<file path="src/rtl/mem_responder.sv">
// Memory-side responder: arbitrates instruction/data requests (data first), runs one
// variable-latency RAM access at a time, and returns a one-cycle hit with a wait-cycle watchdog.
module mem_responder #(
    parameter int unsigned TIMEOUT = 255,
    parameter logic [31:0] ERRWORD = 32'hBAD1BAD1
) (
    input  logic        CLK,
    input  logic        nRST,
    input  logic        iREN,
    input  logic [31:0] iaddr,
    input  logic        dREN,
    input  logic        dWEN,
    input  logic [31:0] daddr,
    input  logic [31:0] dstore,
    output logic        ihit,
    output logic [31:0] iload,
    output logic        dhit,
    output logic [31:0] dload,
    output logic        ramREN,
    output logic        ramWEN,
    output logic [31:0] ramaddr,
    output logic [31:0] ramstore,
    input  logic [31:0] ramload,
    input  logic        ramrdy,
    output logic        err
);

    typedef enum logic [1:0] {IDLE, DACC, IACC, RESP} state_t;

    localparam logic [7:0] TMO = 8'(TIMEOUT);

    state_t      state, next_state;
    logic [7:0]  wcnt;
    logic [31:0] cap;
    logic        is_data;
    logic        is_wr;
    logic        take_d, take_i, done_ok, done_to;

    always_ff @(posedge CLK or negedge nRST) begin
        if (!nRST) state <= IDLE;
        else       state <= next_state;
    end

    always_comb begin
        next_state = state;
        take_d     = 1'b0;
        take_i     = 1'b0;
        done_ok    = 1'b0;
        done_to    = 1'b0;
        case (state)
            IDLE: begin
                if (dREN || dWEN) begin
                    take_d     = 1'b1;
                    next_state = DACC;
                end else if (iREN) begin
                    take_i     = 1'b1;
                    next_state = IACC;
                end
            end
            DACC, IACC: begin
                if (ramrdy) begin
                    done_ok    = 1'b1;
                    next_state = RESP;
                end else if (wcnt == TMO) begin
                    done_to    = 1'b1;
                    next_state = RESP;
                end
            end
            RESP:    next_state = IDLE;
            default: next_state = IDLE;
        endcase
    end

    // Access datapath: strobes/address registered from the latched request.
    always_ff @(posedge CLK or negedge nRST) begin
        if (!nRST) begin
            ramREN   <= 1'b0;
            ramWEN   <= 1'b0;
            ramaddr  <= '0;
            ramstore <= '0;
            wcnt     <= '0;
            cap      <= '0;
            is_data  <= 1'b0;
            is_wr    <= 1'b0;
            err      <= 1'b0;
        end else if (take_d) begin
            is_data  <= 1'b1;
            is_wr    <= dWEN;
            ramREN   <= ~dWEN;
            ramWEN   <= dWEN;
            ramaddr  <= daddr;
            ramstore <= dstore;
            wcnt     <= '0;
        end else if (take_i) begin
            is_data  <= 1'b0;
            is_wr    <= 1'b0;
            ramREN   <= 1'b1;
            ramWEN   <= 1'b0;
            ramaddr  <= iaddr;
            wcnt     <= '0;
        end else if (done_ok) begin
            ramREN   <= 1'b0;
            ramWEN   <= 1'b0;
            cap      <= is_wr ? '0 : ramload;
        end else if (done_to) begin
            ramREN   <= 1'b0;
            ramWEN   <= 1'b0;
            cap      <= ERRWORD;
            err      <= 1'b1;
        end else if (state == DACC || state == IACC) begin
            wcnt     <= wcnt + 8'd1;
        end
    end

    assign ihit  = (state == RESP) && !is_data;
    assign dhit  = (state == RESP) && is_data;
    assign iload = ihit ? cap : '0;
    assign dload = dhit ? cap : '0;

endmodule

</file>
<file path="config.mk">
export PLATFORM = sky130hd
export DESIGN_NAME = mem_responder
export DESIGN_NICKNAME = d
export VERILOG_FILES = /design/src/rtl/mem_responder.sv
export SDC_FILE = /design/constraint.sdc
export NUM_CORES = 1
export LEC_CHECK = 0
export BUFFER_PORTS_ARGS = -buffer_cell sky130_fd_sc_hd__buf_2
export CAP_MARGIN = 5
export CORE_MARGIN = 1.5
export CORE_UTILIZATION = 42
export CTS_BUF_LIST = sky130_fd_sc_hd__clkbuf_8
export CTS_CLUSTER_DIAMETER = 150
export CTS_CLUSTER_SIZE = 28
export DETAILED_ROUTE_END_ITERATION = 16
export GPL_TIMING_DRIVEN = 0
export PLACE_DENSITY = 0.89
export SYNTH_ARGS = -nofsm -noshare
export SYNTH_HDL_FRONTEND = slang
export SYNTH_SLANG_ARGS = --single-unit
</file>
<file path="constraint.sdc">
create_clock -name CLK -period 1.7 [get_ports CLK]
set_input_delay 0.17 -clock CLK [delete_from_list [all_inputs] [get_ports CLK]]
set_output_delay 0.17 -clock CLK [all_outputs]
set_load 0.05 [all_outputs]
</file>
==> flow_metrics.tcl <==
set metrics [dict create \
    drt-total-wl_mm 19.9 \
    ant_nets 0 \
    multi_input_area_um2 2560 \
    rows 40 \
    numCtsBuffers 9 \
    finalCritPeriodShare 1.12 \
    area_delta_synth_final_pct 75.2 \
    setup_violations 119 \
    synth_seq_area_share 0.546 \
    path_clk_slew_ns 0.11 \
    overflow 0 \
    die_w_um 113 \
    grtUsageTotal 0.290 \
    synthSimpleGateAreaFrac 0.158 \
    place_area_um2 6660 \
    hold_violations 0 \
    outcome "complete, but fails checks" \
    clockBufferDepth 2 \
    port-buffer-count 266 \
    final.min_clock_period_ns 1.90 \
    tightest_slew_ns 0.721 \
    netlist.area_leader.share 0.546 \
    synth_fp_nets 588 \
    cp.buffers_inverters 4 \
    core_um2 11900 \
    fin_area_um2 8910 \
    cts_tree "built" \
    insertion_delay_ns 0.38 \
    cap_violations 0 \
    criticalPathCategory "reg2out" \
    num_io_pins 267 \
    cts.sinks 111 \
    yosysTopAreaCell "dfrtp_1" \
    grt_first_pass_wirelength_mm 28.6 \
    cp_top_family "buffers and inverters" \
    layout.nets 945 \
    power_leakage_uw 0.00445 \
    synth-seq-cells 111 \
    synth.distinct_cells 37 \
    violations "setup timing" \
    synth_top_family_by_area "simple AND/OR/NAND/NOR gates" \
    syn_area_per_cell_um2 11.3 \
    dp_hpwl_mm 11.1 \
    fillers 724 \
    drive_above_1_share 0.584 \
    num_vias 5261 \
    drc 0 \
    slowest_delay_ns 0.43 \
    syn_area_um2 5090 \
    critPathCaptureType "output pin" \
    seq_area_um2 2780 \
    holdWs_ns 0.0450 \
    synth_xor_xnor_area_share 0.00344 \
    ys.warnings.count 0 \
    min_path_type "in2reg" \
    path_cells "ha_4, buf_4, buf_6, clkbuf_8, and3_4, buf_8" \
    ir_drop_uv 2010 \
    die_y_um 113 \
    drtPass1Iterations 5 \
    antenna_found_initial 0 \
    skew_ns 0.00831 \
    cp.arrival_ns 1.73 \
    diodes 0 \
    fp.dieArea_um2 12800 \
    fin_ws_ns -0.199 \
    p_total_uw 19400 \
    grt_max_degree 59 \
    synthMuxAreaShare 0.136 \
    netlist_instances 451 \
    slew_headroom 0.519 \
    initial_core_util 0.427 \
    slowest_stage "dfrtp_1" \
    power.density_nw_per_um2 2180 \
    cts_root_buf "clkbuf_8" \
    rsz0062_at_grt "true" \
    synthTopCellsByArea "dfrtp_1 55%, mux2_2 7.1%, mux2i_1 6.5%, and2_1 4.1%, and3_1 4.1%" \
    htreeDepth 3 \
    fmax_mhz 527 \
    drt-initial-drc-count 430 \
    worst-path-max-fanout 5 \
    grt_pass1_vias 5292 \
    finalMaxSlewViolations 0 \
    synth_compound_area_frac 0.121 \
    post_drt_wl_per_cell_um 20.7 \
    cp-start-kind "flop" \
    synthAdderAreaFrac 0.00738 \
    gp_congestion 0.792 \
    fin_setup_tns_ns -12.44 \
    via_per_inst 5.48 \
    required_ns 1.53 \
]
-- cells in the final DEF, fill, tap and decap left out, drive strengths merged, types with 2 or more instances in the layout --
cell / synthesis / layout
buf: 10 / 323
dfrtp: 111 / 111
nand2: 44 / 44
dlygate4sd3: 0 / 41
o21ai: 38 / 38
and2: 33 / 33
and3: 33 / 33
mux2i: 33 / 33
mux2: 32 / 32
clkbuf: 22 / 23
nor2b: 19 / 20
o22a: 18 / 18
a22o: 14 / 14
a21oi: 7 / 7
nor2: 6 / 6
inv: 3 / 6
o211ai: 3 / 3
nand3: 3 / 3
o31ai: 3 / 3
or4: 3 / 3
ha: 3 / 3
xor2: 2 / 2
clkinvlp: 0 / 2
-- report_power, final --
| part | internal (µW) | switching [µW] | leakage, µW |
|---|---|---|---|
| registers | 3880 | 951 | 0.00135 |
| logic | 5060 | 7790 | 0.00300 |
| clock network | 748 | 965 | 0.000103 |
| total | 9690 | 9710 | 0.00445 |
-- cells in the mapped netlist (all sizes together) --
master and instances:
o31a 1, nor2 6, a22o 14, and3 33
nor2b 19, o22ai 1, or4 3, mux2 32
o31ai 3, o22a 18, buf 10, or3 1
a21o 1, a21oi 7, a31o 1, nand2b 1
o211a 1, clkbuf 22, dfrtp 111, o21ai 38
nor3 1, nand3 3, o211ai 3, nand4 1
xor2 2, ha 3, inv 3, and2 33
o21a 1, and2b 1, nand2 44, mux2i 33
-- final cells by class --
| type | count | area share |
|---|---|---|
| Buffer | 30 | 0.0399 |
| Clock buffer | 10 | 0.0154 |
| Clock inverter | 6 | 0.00857 |
| Inverter | 3 | 0.00154 |
| Multi-Input combinational cell | 306 | 0.287 |
| Sequential cell | 111 | 0.312 |
| Tap cell | 147 | 0.0206 |
| Timing Repair Buffer | 347 | 0.315 |
-- cells by family after synthesis --
| kind of cell | after synthesis |
|---|---|
| AOI/OAI and AO/OA | 89 |
| xor gates and xnor gates | 2 |
| adders and majority gates | 3 |
| buffers and inverters | 35 |
| DFF | 111 |
| muxes | 65 |
| and+or+nand+nor | 146 |
-- sequential cells by signal, summed over array words and instances, names as in the netlist --
signal,cells
wcnt,8
is_wr,1
ramREN,1
ramstore,32
is_data,1
err,1
state,2
ramaddr,32
cap,32
ramWEN,1
-- layer usage --
layer,vias to the layer above,track usage,wire length [µm]
li1,2306,-,-
met1,2589,0.349,7690
met2,329,0.497,10200
met3,37,0.0878,1620
met4,0,0.0967,411
met5,-,0,0
-- stage by stage --
step                      instances  worst slack (ns)   util
after detailed placement        865            -0.509  0.559
after floorplan                 451           -0.0262      -
final                           960            -0.199  0.748
after global routing            960            -0.258  0.748
after global placement          864            -0.806  0.557
after CTS                       950            -0.210  0.711
-- worst reg2reg max path: cells and delay by family (launching register included) --
family / cells / cell delay, ns
flops: 1 / 0.43
buf+inv: 5 / 0.56
xor+xnor: 1 / 0.18
compound gates: 1 / 0.10
simple gates: 2 / 0.28
fa+ha+maj: 1 / 0.19
-- worst paths after layout --
check / depth (start not counted) / endpoint / startpoint / slack, ns
worst min-delay path: 2 / cap[5]$_DFFE_PN0P_ / ramload[5] / 0.05
worst max register to register: 10 / wcnt[3]$_DFFE_PN0P_ / state[1]$_DFFE_PN0P_ / -0.14
max in group asynchronous: 3 / is_data$_DFFE_PN0P_ / nRST / 0.58
worst max-delay path: 6 / dload[6] / state[0]$_DFFE_PN0P_ / -0.20
worst min register to register: 1 / err$_DFFE_PN0P_ / err$_DFFE_PN0P_ / 0.48
min in group asynchronous: 2 / ramaddr[12]$_DFFE_PN0P_ / nRST / 0.38
-- repair_timing --
action | in CTS | in global routing
setup endpoints to repair | 173 | 174
cloned | 9 | 3
setup buffers | 22 | 7
endpoints found under the hold margin | 92 | 1
hold buffers | 40 | 1
pin swaps | 24 | 11
resized for setup | 291 | 123
Note: power is estimated with default switching activity, not from simulation.
